**src/rtl/size_field_patcher_if.sv**
```systemverilog
// rtl/size_field_patcher_if.sv - patch request inputs and shared byte write port
interface size_field_patcher_if;
   logic [31:0] offset_addr;
   logic [31:0] val;
   logic [31:0] byte_size;
   logic        mem_ready;
   logic        patch_we;
   logic [31:0] patch_addr;
   logic [7:0]  patch_data;

   modport master (
      output offset_addr, val, byte_size, mem_ready,
      input  patch_we, patch_addr, patch_data
   );

   modport slave (
      input  offset_addr, val, byte_size, mem_ready,
      output patch_we, patch_addr, patch_data
   );
endinterface

```
**src/rtl/size_field_patcher.sv**
```systemverilog
// rtl/size_field_patcher.sv - queues size-field patches and writes them big-endian, one byte per grant
module size_field_patcher #(
   parameter int FIFO_DEPTH = 4,
   parameter int CNT_W      = 16
) (
   input  logic             clock,
   input  logic             reset_n,
   size_field_patcher_if.slave bus,
   output logic             busy,
   output logic             overflow,
   output logic             bad_size,
   output logic [CNT_W-1:0] patch_count
);
   localparam int PTR_W = $clog2(FIFO_DEPTH);
   localparam int OCC_W = PTR_W + 1;

   typedef enum logic {IDLE, WRITE} state_t;
   state_t state, next_state;

   logic [31:0]      fifo_addr [FIFO_DEPTH];
   logic [31:0]      fifo_val  [FIFO_DEPTH];
   logic [2:0]       fifo_size [FIFO_DEPTH];
   logic [PTR_W-1:0] wr_ptr, rd_ptr;
   logic [OCC_W-1:0] fifo_cnt;
   logic             fifo_empty, fifo_full;
   logic             req_valid, req_bad, push, pop, advance, last_byte;
   logic [2:0]       remaining;
   logic [31:0]      work_val;
   logic             we_q;
   logic [31:0]      addr_q;
   logic [7:0]       data_q;

   // n is the count of bytes still to go; the byte to present is the n-th from the LSB
   function automatic logic [7:0] pick_byte(input logic [31:0] v, input logic [2:0] n);
      logic [31:0] s;
      s = v >> {n - 3'd1, 3'b000};
      return s[7:0];
   endfunction

   assign fifo_empty = (fifo_cnt == '0);
   assign fifo_full  = (fifo_cnt == OCC_W'(FIFO_DEPTH));
   assign req_valid  = (bus.byte_size != 32'd0) && (bus.byte_size <= 32'd4);
   assign req_bad    = (bus.byte_size > 32'd4);
   assign push       = req_valid && (!fifo_full || pop);
   assign last_byte  = (state == WRITE) && bus.mem_ready && (remaining == 3'd1);
   assign busy       = !fifo_empty || (state == WRITE);

   assign bus.patch_we   = we_q;
   assign bus.patch_addr = addr_q;
   assign bus.patch_data = data_q;

   always_ff @(posedge clock or negedge reset_n) begin
      if (!reset_n) state <= IDLE;
      else          state <= next_state;
   end

   always_comb begin
      next_state = state;
      case (state)
         IDLE:    if (!fifo_empty) next_state = WRITE;
         WRITE:   if (last_byte && fifo_empty) next_state = IDLE;
         default: next_state = IDLE;
      endcase
   end

   always_comb begin
      pop     = 1'b0;
      advance = 1'b0;
      case (state)
         IDLE:  pop = !fifo_empty;
         WRITE: begin
            if (bus.mem_ready) begin
               if (remaining == 3'd1) pop = !fifo_empty;
               else                   advance = 1'b1;
            end
         end
         default: ;
      endcase
   end

   always_ff @(posedge clock) begin
      if (push) begin
         fifo_addr[wr_ptr] <= bus.offset_addr;
         fifo_val[wr_ptr]  <= bus.val;
         fifo_size[wr_ptr] <= bus.byte_size[2:0];
      end
   end

   always_ff @(posedge clock or negedge reset_n) begin
      if (!reset_n) begin
         wr_ptr   <= '0;
         rd_ptr   <= '0;
         fifo_cnt <= '0;
         overflow <= 1'b0;
         bad_size <= 1'b0;
      end else begin
         if (push) wr_ptr <= wr_ptr + PTR_W'(1);
         if (pop)  rd_ptr <= rd_ptr + PTR_W'(1);
         if (push && !pop)      fifo_cnt <= fifo_cnt + OCC_W'(1);
         else if (pop && !push) fifo_cnt <= fifo_cnt - OCC_W'(1);
         if (req_valid && !push) overflow <= 1'b1;
         if (req_bad)            bad_size <= 1'b1;
      end
   end

   // a pop on the last byte's grant chains straight into the next field with no gap
   always_ff @(posedge clock or negedge reset_n) begin
      if (!reset_n) begin
         we_q        <= 1'b0;
         addr_q      <= '0;
         data_q      <= '0;
         remaining   <= '0;
         work_val    <= '0;
         patch_count <= '0;
      end else begin
         if (last_byte) patch_count <= patch_count + CNT_W'(1);
         if (pop) begin
            we_q      <= 1'b1;
            addr_q    <= fifo_addr[rd_ptr];
            data_q    <= pick_byte(fifo_val[rd_ptr], fifo_size[rd_ptr]);
            remaining <= fifo_size[rd_ptr];
            work_val  <= fifo_val[rd_ptr];
         end else if (advance) begin
            addr_q    <= addr_q + 32'd1;
            data_q    <= pick_byte(work_val, remaining - 3'd1);
            remaining <= remaining - 3'd1;
         end else if (last_byte) begin
            we_q      <= 1'b0;
            addr_q    <= '0;
            data_q    <= '0;
            remaining <= '0;
         end
      end
   end
endmodule

```
**src/flat_wrapper.sv**
```systemverilog
// flat-port wrapper written by rule: the top's interface ports become plain ports
module size_field_patcher_flat 
#(
   parameter int FIFO_DEPTH = 4,
   parameter int CNT_W      = 16
)
  (clock, reset_n, busy, overflow, bad_size, patch_count, bus_offset_addr, bus_val, bus_byte_size, bus_mem_ready, bus_patch_we, bus_patch_addr, bus_patch_data);
  size_field_patcher_if bus_i ();
  input  logic clock;
  input  logic reset_n;
  output logic busy;
  output logic overflow;
  output logic bad_size;
  output logic [CNT_W-1:0] patch_count;
  input wire logic [$bits(bus_i.offset_addr)-1:0] bus_offset_addr;
  input wire logic [$bits(bus_i.val)-1:0] bus_val;
  input wire logic [$bits(bus_i.byte_size)-1:0] bus_byte_size;
  input wire logic [$bits(bus_i.mem_ready)-1:0] bus_mem_ready;
  output wire logic [$bits(bus_i.patch_we)-1:0] bus_patch_we;
  output wire logic [$bits(bus_i.patch_addr)-1:0] bus_patch_addr;
  output wire logic [$bits(bus_i.patch_data)-1:0] bus_patch_data;
  assign bus_i.offset_addr = bus_offset_addr;
  assign bus_i.val = bus_val;
  assign bus_i.byte_size = bus_byte_size;
  assign bus_i.mem_ready = bus_mem_ready;
  assign bus_patch_we = bus_i.patch_we;
  assign bus_patch_addr = bus_i.patch_addr;
  assign bus_patch_data = bus_i.patch_data;
  size_field_patcher #(.FIFO_DEPTH(FIFO_DEPTH), .CNT_W(CNT_W)) u_core (.clock(clock), .reset_n(reset_n), .bus(bus_i), .busy(busy), .overflow(overflow), .bad_size(bad_size), .patch_count(patch_count));
endmodule
```
**config.mk**
```make
export PLATFORM = sky130hd
export DESIGN_NAME = size_field_patcher_flat
export DESIGN_NICKNAME = d
export VERILOG_FILES = /design/src/rtl/size_field_patcher_if.sv /design/src/rtl/size_field_patcher.sv /design/src/flat_wrapper.sv
export SDC_FILE = /design/constraint.sdc
export NUM_CORES = 1
export LEC_CHECK = 0
export CAP_MARGIN = 0
export CORE_ASPECT_RATIO = 0.7
export CORE_MARGIN = 2
export CORE_UTILIZATION = 40
export DETAILED_ROUTE_END_ITERATION = 8
export GPL_TIMING_DRIVEN = 0
export PLACE_DENSITY = 0.62
export SYNTH_ARGS = -nofsm -noshare
export SYNTH_HDL_FRONTEND = slang
export SYNTH_SLANG_ARGS = --single-unit
```
**constraint.sdc**
```tcl
create_clock -name clock -period 4.15 [get_ports clock]
set_input_delay 0.415 -clock clock [delete_from_list [all_inputs] [get_ports clock]]
set_output_delay 0.415 -clock clock [all_outputs]
set_load 0.1 [all_outputs]
```
After elaboration in Yosys (flattened, before gate mapping)
Memories as Yosys holds them, arrays and structs flattened.
Cells that the tools add are included.

storage, ports and cells
  register bits after elaboration = 102
  memories = 3
  RAM bits = 268
  bits of input ports = 99
  output and inout port bits = 60
  logic and storage cells = 77
  latch bits = 0
  memory bits (read-only) = 0

operators by class
  magnitude comparators = 2
  mux-type cells = 25
  reductions and logical operators = 20
  divide/modulo/power cells = 0
  shift operators = 2
  equality and inequality tests = 3
  bitwise gates (word level) = 1
  $add $sub $neg = 9
  $mul = 0

memories
  memory            words  width  read ports  clocked after Yosys merged registers in  wr ports  line                      text
  u_core.fifo_addr  4      32     1           0                                        1         size_field_patcher.sv:20  logic [31:0] fifo_addr [FIFO_DEPTH];
  u_core.fifo_val   4      32     1           0                                        1         size_field_patcher.sv:21  logic [31:0] fifo_val [FIFO_DEPTH];
  u_core.fifo_size  4      3      1           0                                        1         size_field_patcher.sv:22  logic [2:0] fifo_size [FIFO_DEPTH];

operators with widths
  kind                                                                     count
  32-bit two-way mux                                                       3
  32-bit by 6-bit >> shifter with 8-bit output                             2
  32-bit by 1-bit adder with 32-bit output, second input constant          1
  32-bit by 3-bit > comparator with 1-bit output, second input constant    1
  32-bit by 3-bit <= comparator with 1-bit output, second input constant   1
  32-bit nonzero test                                                      1
  8-bit two-way mux                                                        3
  16-bit by 1-bit adder with 16-bit output, second input constant          1
  3-bit two-way mux                                                        5
  1-bit two-way mux                                                        12
  3-bit by 1-bit subtractor with 3-bit output, second input constant       4
  1-bit logical AND                                                        8
  2-bit by 1-bit adder with 2-bit output, second input constant            2
  1-bit logical NOT                                                        4
  1-bit one-hot mux with 2 select lines                                    2
  2-bit nonzero test                                                       2
  3-bit by 1-bit adder with 3-bit output, second input constant            1
  3-bit by 1-bit equality test with 1-bit output, second input constant    1
  3-bit equality test, second input constant                               1
  3-bit logical NOT                                                        1
  3-bit nonzero test                                                       1
  1-bit logical OR                                                         2
  2-bit by 1-bit inequality test with 1-bit output, second input constant  1
  2-bit AND reduction                                                      1
  1-bit inverter                                                           1

Logic depth before layout (Yosys ltp)
Gate-level depths: netlist (run 1).

  word-level depth = 11
  mapped depth = 13
  depth with buffers taken out = 12

Least setup slack after synthesis (run 1)
OpenSTA, ideal clock, no wires.

  path kind = in2reg
  from = in bus_byte_size[21]
  to = mem u_core.fifo_addr[0][0], enable pin
  path buffers = 1
  arrival = 3.056 ns
  slack = 0.661 ns
  setup time = 0.432 ns
  stages = 6
  cell sequence = nor4_1 -> nand4_1 -> nor3_1 -> and3b_1 -> clkbuf_1 -> and2_1

between the ends
  longest elaborated chain between the ends = 5
  elaborated cells between the ends (all ways) = 6
  those cells by class = order compare (1); mux (2); reduce/logical (3)

ends and longest elaborated chain
  what                                                                                           line                      text
  from (decl)                                                                                    flat_wrapper.sv:17        input wire logic [$bits(bus_i.byte_size)-1:0] bus_byte_size;
  32-bit by 3-bit <= comparator with 1-bit output / 32-bit nonzero test (equally long branches)  size_field_patcher.sv:42  assign req_valid = (bus.byte_size != 32'd0) && (bus.byte_size <= 32'd4);
  1-bit logical AND *                                                                            size_field_patcher.sv:42
  1-bit logical AND *                                                                            size_field_patcher.sv:44  assign push = req_valid && (!fifo_full || pop);
  net u_core.push                                                                                size_field_patcher.sv:26  logic req_valid, req_bad, push, pop, advance, last_byte;
  1-bit two-way mux *                                                                            size_field_patcher.sv:82  if (push) begin
  1-bit two-way mux (implied by the code) *                                                      size_field_patcher.sv:83  fifo_addr[wr_ptr] <= bus.offset_addr;
  to (decl)                                                                                      size_field_patcher.sv:20

Mark *: on every way through the listed nets, which the timed path passes. The rest lies on a longest branch.

Worst setup path in the final report (run 1)
  from = reg u_core.state
  to = out busy

between the ends
  longest elaborated chain between the ends = 1

ends and longest elaborated chain
  what                    line                      text
  from (decl)             size_field_patcher.sv:18  state_t state, next_state;
  from (signal assigned)  size_field_patcher.sv:54  else state <= next_state;
  1-bit logical OR        size_field_patcher.sv:46  assign busy = !fifo_empty || (state == WRITE);
  to (decl)               flat_wrapper.sv:11        output logic busy;

Every way passes these cells.

==> results_dict.tcl, run 1 <==
set metrics [dict create \
    placementRows 59 \
    report.final.slew_viol_count 0 \
    power_frac_seq 0.373 \
    grt_antenna_before_repair 4 \
    first_pass_iters 5 \
    yosysWarnings 0 \
    crit_fanout 8 \
    period_share 0.7931 \
    grt_pass1_wl_mm 55.86 \
    grt_pass1_vias 9073 \
    dp_hpwl_mm 24.38 \
    placed_area_mm2 0.01744 \
    hold_viol_final 19 \
    p_total_mw 12.84 \
    areaGrowthSynthToFinish_pct 23.61 \
    die_w_um 236.3 \
    start_kind "flip-flop" \
    timing.max_cap.violations 0 \
    crit_family "buffers and inverters" \
    fin_util 0.5019 \
    netlist-cell-type-count 55 \
    finalInstanceArea_mm2 0.01867 \
    syn_inst 873 \
    cts.root.buffer_cell "clkbuf_16" \
    initial_core_util 0.4060 \
    grt_usage 0.1869 \
    rsz0062_at_grt "false" \
    synthArstFlopShare 0.2757 \
    swShare 0.3724 \
    status "finished, violations left" \
    tns_ns 0 \
    chipHeight_um 166.6 \
    relSlewSlack 0.2646 \
    io_pins 159 \
    synth_area_mm2 0.01511 \
    p_per_area_mw_per_mm2 687.7 \
    routed_via_density 5.487 \
    hold_ws_ns -0.02047 \
    syn_area_per_cell_um2 17.30 \
    layout_commonest_cell "edfxtp_1" \
    synth_top_area_share 0.5328 \
    path_cells "clkdlybuf4s15_1 > or4_2 > clkdlybuf4s50_1" \
    seq_area_frac_synth 0.7017 \
    wire_per_inst_um 22.70 \
    end_kind "primary output" \
    grt_max_degree 58 \
    htree_levels 2 \
    overflow 0 \
    ctsHoldBuffers 0 \
    io_buffers 158 \
    pwr-share-comb 0.365 \
    synthFlopType "edfxtp_1" \
    total_leakage_power_nw 6.470 \
    synth.net_count 983 \
    skew_ns 0.01553 \
    cts_tree "built" \
    dp_cells 1524 \
    core_area_mm2 0.03721 \
    cts_resized 0 \
    worstPathArrival_ns 2.88 \
    clkTransAtPathRegs_ns 0.06 \
    clk_path_buf_depth 3 \
    final_cell_mix "edfxtp_1, clkdlybuf4s50_1, dfrtp_1" \
    min_period_ns 3.291 \
    crit_slowest_cell "clkdlybuf4s50_1" \
    cts.sinks 370 \
    crit_type "flip-flop to primary output" \
    hold_class "input pin to asynchronous set/reset pin" \
    finalSetupViolCount 0 \
    post_cts_buffers 0 \
    ant_nets 0 \
    vias 8768 \
    die_area_mm2 0.03936 \
    yosys_register_bits 370 \
    yosys.area.top_type "edfxtp_1" \
    wl_mm 36.27 \
    drtIter0Drc 684 \
    yosys-top-cells-area "edfxtp_1, dfrtp_1, mux4_2" \
    worstMarginPinSlew_ns 1.100 \
    drive_gt1_frac 0.1801 \
    critPathMaxStageDelay_ns 1.03 \
    drc 0 \
    power.internal_mw 8.060 \
    synth-edff-count 268 \
    critical_path_buf_inv_count 2 \
    timing.fmax_mhz 303.8 \
    finalWeightedCongestion 0.8573 \
    switchingPower_mw 4.782 \
    dp_slack_ns 0.7434 \
    cts_inserted_buffers 38 \
    fin_ws_ns 0.8588 \
    violations "hold timing" \
    pwr-share-clk 0.262 \
    worstSkewPairLatency_ns 0.53 \
    final_nets 1186 \
    final-instance-count-excl-fill 1598 \
    required_ns 3.73 \
    ir_worst_vdd_mv 0.4361 \
]
worst paths after layout:
check                      cells after the start              startpoint                        to  slack [ns]
max in group asynchronous                      2                 reset_n       u_core.work_val[25]        3.44
min in group clock                             1  u_core.patch_count[15]    u_core.patch_count[15]        0.46
max                                            3            u_core.state                      busy        0.86
max reg2reg                                   10        u_core.rd_ptr[0]  u_core.bus.patch_data[2]        1.05
min                                            1                 reset_n           u_core.bad_size       -0.02
min reg2reg                                    1  u_core.patch_count[15]    u_core.patch_count[15]        0.46
final cells by class:
type / instances / area, um^2
fillers: 3115 / 18530
clock buffers: 48 / 1010
flip-flops and latches: 370 / 10600
plain buffers: 43 / 190.2
clock inverters: 21 / 207.7
diodes: 5 / 12.51
repair buffers: 163 / 1717
multi-input cells: 438 / 4243
well taps: 488 / 610.6
inverters: 22 / 82.58
layer usage:
layer / share of wire / global-route usage
met1: 0.47 / 0.2808
met2: 0.43 / 0.2731
met3: 0.077 / 0.04575
met4: 0.022 / 0.04843
met5: 0 / 0
synth_stat cells, drive strengths merged (9+ instances only):
cell	number
mux2i	16
nor2	14
xnor2	14
buf	21
and2	10
dfrtp	102
o221ai	9
clkbuf	21
mux2	35
edfxtp	268
ha	10
and3	9
mux4	75
o21ai	34
xor2	11
o311ai	12
nand4	16
a31oi	9
nor4	12
nand3	25
nand2	59
inv	22
cell families (layout without fill, tap and decap cells):
kind of cell,count (synthesis),after routing,share of synthesized area
xor gates and xnor gates,25,25,0.01450
buffers and inverters,65,297,0.01806
DFF,370,370,0.7017
muxes,126,126,0.1485
adders and majority gates,11,11,0.009608
and+or+nand+nor,170,170,0.05972
other,0,5,0
AOI/OAI and AO/OA,106,106,0.04788
registers in the layout, indices dropped and copies added (netlist names), 2 cells and up:
register and flops:
u_core.rd_ptr 2, u_core.bus.patch_data 8, u_core.wr_ptr 2, u_core.work_val 32, u_core.patch_count 16, u_core.fifo_addr 128, u_core.fifo_size 12, u_core.fifo_val 128
u_core.remaining 3, u_core.fifo_cnt 3, u_core.bus.patch_addr 32
power groups by stage:
stage | registers, mW | clock network (mW) | logic [mW]
after floorplan | 6.13 | 0 | 2.06
after global placement | 4.84 | 0 | 4.69
after CTS | 4.79 | 3.44 | 4.75
final | 4.79 | 3.37 | 4.69
after global routing | 4.85 | 3.60 | 4.97
after detailed placement | 4.85 | 0 | 4.73
Note: power is estimated with default switching activity, not from simulation.
==> inputs of run 2 (changes only) <==
- clock period: 4.15 -> 3.3 ns (I/O delays scaled with it)
==> run 2 against run 1 <==
  * The run now ends clean
  * Power grew 26%
  * Largest cell class unchanged
  * Clock power rose by 26%
  * Critical path type is now flip-flop to flip-flop
  * Combinational power up 27%
==> results_dict.tcl, run 2 (same netlist as run 1, synthesis figures left out) <==
set metrics [dict create \
    status "complete, no violations" \
    final_cell_mix "edfxtp_1, clkdlybuf4s50_1, dfrtp_1" \
    grt_usage 0.1880 \
    drc 0 \
    die_area_mm2 0.03936 \
    start_kind "flip-flop" \
    layout_commonest_cell "edfxtp_1" \
    clk_path_buf_depth 3 \
    die_w_um 236.3 \
    reg2reg_to "u_core.bus.patch_data[7]" \
    drtIter0Drc 836 \
    relSlewSlack 0.2657 \
    min_period_ns 3.105 \
    wire_per_inst_um 23.04 \
    cts_inserted_buffers 38 \
    io_buffers 158 \
    areaGrowthSynthToFinish_pct 23.81 \
    finalWeightedCongestion 0.8315 \
    hold_ws_ns 0.3551 \
    ant_nets 0 \
    io_pins 159 \
    wl_mm 36.79 \
    cts_tree "built" \
    worstPathArrival_ns 3.54 \
    total_leakage_power_nw 6.490 \
    end_kind "flip-flop" \
    grt_max_degree 61 \
    htree_levels 2 \
    rsz0062_at_grt "false" \
    drive_gt1_frac 0.1807 \
    r2r_setup_slack_ns 0.20 \
    grt_pass1_vias 8850 \
    report.final.slew_viol_count 0 \
    first_pass_iters 5 \
    routed_via_density 5.545 \
    cts.root.buffer_cell "clkbuf_16" \
    timing.max_cap.violations 0 \
    hold_viol_final 0 \
    ir_worst_vdd_mv 0.4821 \
    crit_fanout 10 \
    routed-wl-met3_mm 2.896 \
    clkTransAtPathRegs_ns 0.06 \
    grt_antenna_before_repair 4 \
    top_layer_used "met5" \
    required_ns 3.73 \
    largestRegisters "u_core.fifo_addr x128, u_core.fifo_val x128" \
    p_total_mw 16.21 \
    placementRows 59 \
    initial_core_util 0.4060 \
    crit_start "u_core.rd_ptr[0]" \
    cts.sinks 370 \
    p_per_area_mw_per_mm2 866.6 \
    chipHeight_um 166.6 \
    timing.fmax_mhz 322.1 \
    overflow 0 \
    rr_worst_depth 10 \
    worstMarginPinSlew_ns 1.098 \
    grt_pass1_wl_mm 55.85 \
    hold_class "input pin to asynchronous set/reset pin" \
    fin_ws_ns 0.1951 \
    worstSkewPairLatency_ns 0.53 \
    skew_ns 0.01260 \
    fillers 3130 \
    rr_startpoint "u_core.rd_ptr[0]" \
    final_nets 1187 \
    tns_ns 0 \
    fin_util 0.5027 \
    vias 8856 \
    dp_slack_ns -0.08210 \
    crit_type "flip-flop to flip-flop" \
    drt-met1-wl_mm 17.13 \
    wl_met2_mm 16.32 \
    finalSetupViolCount 0 \
    core_area_mm2 0.03721 \
    period_share 0.9409 \
    dp_hpwl_mm 24.52 \
]
==> run 2: cell count changes in the layout (fill, tap and decap cells not counted), moves of 2 or more <==
| cell | before | now |
|---|---|---|
| clkinv_1 | 5 | 3 |
| clkinv_2 | 9 | 7 |
| clkbuf_16 | 39 | 42 |
| clkbuf_1 | 30 | 33 |
| clkinvlp_4 | 2 | 0 |
| diode_2 | 5 | 2 |
| clkbuf_8 | 0 | 4 |
| bufinv_16 | 4 | 1 |
==> run 2: worst max-delay path by stage <==
stage | end | slack, ns
detailed placement | u_core.fifo_val[1][17] | -0.08
global route | u_core.bus.patch_data[2] | 0.01
CTS | busy | 0.04
floorplan | u_core.bus.patch_addr[27] | 0.55
global placement | u_core.bus.patch_data[1] | -2.43
finish | u_core.bus.patch_data[7] | 0.20
==> run 2: critical path: stages (launching register included) <==
cell	delay, ns
dfrtp_1	0.36
buf_2	0.17
mux4_2	0.35
buf_2	0.32
buf_2	0.40
inv_1	0.08
ha_1	0.22
xnor2_1	0.20
nand3_1	0.42
o221ai_1	0.33
o21bai_1	0.15
==> run 2: layout make-up <==
class | instances | area [um^2] | area share
diodes | 2 | 5.005 | 0.0002676
plain buffers | 43 | 190.2 | 0.01017
clock buffers | 58 | 1151 | 0.06155
clock inverters | 12 | 85.08 | 0.004549
inverters | 22 | 82.58 | 0.004415
multi-input cells | 438 | 4249 | 0.2272
flip-flops and latches | 370 | 10600 | 0.5668
well taps | 488 | 610.6 | 0.03265
repair buffers | 164 | 1729 | 0.09245
==> run 2: what timing repair did <==
item,CTS,global route
hold buffers,1,0
endpoints found under the hold margin,42,0
gates resized for setup,0,2
setup buffers,0,0
endpoints found under the setup margin,0,2
==> run 2: through the flow <==
step                area, um^2  instances
floorplan                15110        873
global placement         17300       1519
detailed placement       17440       1524
CTS                      18690       1595
global route             18700       1595
finish                   18700       1597
==> run 2: metal layers <==
layer,vias up,global-route usage
met4,4,0.03577
met5,-,0
met3,39,0.04260
li1,3888,-
met1,4575,0.2899
met2,350,0.2751
==> run 2: power breakdown <==
group / total (mW) / internal (mW) / switching [mW]
Clock: 4.24 / 2.49 / 1.75
Combinational: 5.95 / 2.15 / 3.79
Sequential: 6.02 / 5.50 / 0.523
==> inputs of run 3 (changes only) <==
- clock period: 3.3 -> 3.8 ns (I/O delays scaled with it)
==> run 3 against run 2 <==
  * Via count shrank 1.2%
  * Clock skew grew 0.0018 ns
  * Die area is the same
  * Sequential share of layout area grew 0.068 points
  * Clock power shrank 13%
  * Critical path depth shrank 7
  * Count of clock-buffer cells in the layout shrank 10
  * First-iteration DRC count shrank 22%
  * Power shrank 13%
  * Routed wire length shrank 1.5%
  * Global-route usage shrank 0.11 points
  * Worst setup slack gained 0.35 ns
  * Critical endpoint is now busy
  * Largest cell class unchanged
  * Highest routed layer is now met4
==> results_dict.tcl, run 3 (same netlist as run 1, synthesis figures left out) <==
set metrics [dict create \
    dp_slack_ns 0.4284 \
    cts_inserted_buffers 38 \
    worstPathArrival_ns 2.88 \
    dp_cells 1524 \
    first_pass_iters 6 \
    cts_tree "built" \
    worstSkewPairLatency_ns 0.52 \
    hold_class "flip-flop to flip-flop" \
    routed_via_density 5.475 \
    finalSetupViolCount 0 \
    drc 0 \
    status "complete, no violations" \
    fillers 3113 \
    end_kind "primary output" \
    required_ns 3.42 \
    dp_hpwl_mm 24.38 \
    finalInstanceArea_mm2 0.01868 \
    min_period_ns 3.256 \
    worstMarginPinSlew_ns 1.099 \
    htree_levels 2 \
    final_nets 1187 \
    grt_pass1_vias 9073 \
    grt_usage 0.1869 \
    relSlewSlack 0.2647 \
    ant_nets 0 \
    final-instance-count-excl-fill 1598 \
    path_cells "clkdlybuf4s15_1 > or4_2 > clkdlybuf4s50_1" \
    drtIter0Drc 648 \
    ir_worst_vdd_mv 0.4762 \
    crit_type "flip-flop to primary output" \
    total_leakage_power_nw 6.474 \
    vias 8749 \
    wl_mm 36.25 \
    clkTransAtPathRegs_ns 0.06 \
    critPathMaxStageDelay_ns 1.03 \
    grt_max_degree 58 \
    rsz0062_at_grt "false" \
    grt_antenna_before_repair 4 \
    cts.sinks 370 \
    die_area_mm2 0.03936 \
    areaGrowthSynthToFinish_pct 23.66 \
    chipHeight_um 166.6 \
    drive_gt1_frac 0.1799 \
    cts.root.buffer_cell "clkbuf_16" \
    p_total_mw 14.02 \
    skew_ns 0.01443 \
    crit_slowest_cell "clkdlybuf4s50_1" \
    hold_viol_final 0 \
    layout_commonest_cell "edfxtp_1" \
    core_area_mm2 0.03721 \
    io_buffers 158 \
    grt_pass1_wl_mm 55.86 \
    period_share 0.8567 \
    start_kind "flip-flop" \
    wire_per_inst_um 22.69 \
    overflow 0 \
    timing.max_cap.violations 0 \
    io_pins 159 \
    p_per_area_mw_per_mm2 750.7 \
    timing.fmax_mhz 307.2 \
    cts_resized 0 \
    placed_area_mm2 0.01744 \
    crit_fanout 8 \
    fin_ws_ns 0.5444 \
    die_w_um 236.3 \
    finalWeightedCongestion 0.8573 \
    final_cell_mix "edfxtp_1, clkdlybuf4s50_1, dfrtp_1" \
    largestRegisters "u_core.fifo_addr x128, u_core.fifo_val x128" \
    report.final.slew_viol_count 0 \
    clk_path_buf_depth 3 \
    placementRows 59 \
    initial_core_util 0.4060 \
]
[run 3: changes by cell type in the layout (fill, tap and decap cells not counted), sizes merged]
cell	previous run	this run
clkinv	11	14
clkdlybuf4s50	156	157
diode	2	4
clkbuf	79	69
inv	22	23
dlymetal6s2s	1	0
bufinv	1	4
clkinvlp	0	2
[run 3: report_power, final]
group          switching (mW)  internal (mW)
combinational            3.25           1.87
clock                    1.51           2.16
sequential              0.456           4.77
total                    5.22           8.80
[run 3: cell type report]
class / instances / area (um^2) / area share
multi-input combinational: 438 / 4243 / 0.2271
tap: 488 / 610.6 / 0.03269
antenna: 4 / 10.01 / 0.0005358
inverter: 22 / 82.58 / 0.004421
timing repair buffer: 164 / 1727 / 0.09243
clock inverter: 21 / 207.7 / 0.01112
sequential: 370 / 10600 / 0.5675
buffer: 43 / 190.2 / 0.01018
clock buffer: 48 / 1010 / 0.05405
[run 3: final timing paths]
kind / start / to / slack, ns / depth (start not counted)
min in group asynchronous: reset_n / u_core.bad_size / 0.49 / 2
hold reg to reg: u_core.patch_count[15] / u_core.patch_count[15] / 0.46 / 1
setup reg to reg: u_core.rd_ptr[0] / u_core.bus.patch_data[2] / 0.70 / 10
hold / removal: u_core.patch_count[15] / u_core.patch_count[15] / 0.46 / 1
setup / recovery: u_core.state / busy / 0.54 / 3
max in group asynchronous: reset_n / u_core.work_val[25] / 2.58 / 3
[run 3: repair_timing]
item | 4_1_cts | 5_1_grt
hold endpoints to repair | 39 | 0
buffers inserted | 0 | 0
hold buffers | 1 | 0
[run 3: worst max-delay path, delay by kind of cell, from the launching register on]
kind / cells / cell delay (ns)
buffers and inverters: 2 / 1.34
DFF: 1 / 0.35
and+or+nand+nor: 1 / 0.67
[run 3: per-layer routing]
layer  part of all wire  global-route usage  up-vias
met5                  0                   0        -
met4              0.021             0.04843        0
met3              0.071             0.04558       49
met2               0.43              0.2731      296
met1               0.48              0.2809     4508
li1                   -                   -     3896
[run 3: per-stage QoR]
stage,utilization,hold slack [ns],setup TNS (ns)
finish,0.5021,0.4629,0
global route,0.5019,0.4847,0
CTS,0.5018,0.4683,0
detailed placement,0.4688,0.4579,0
global placement,0.4649,0.4482,-651.42
floorplan,-,0.08441,0
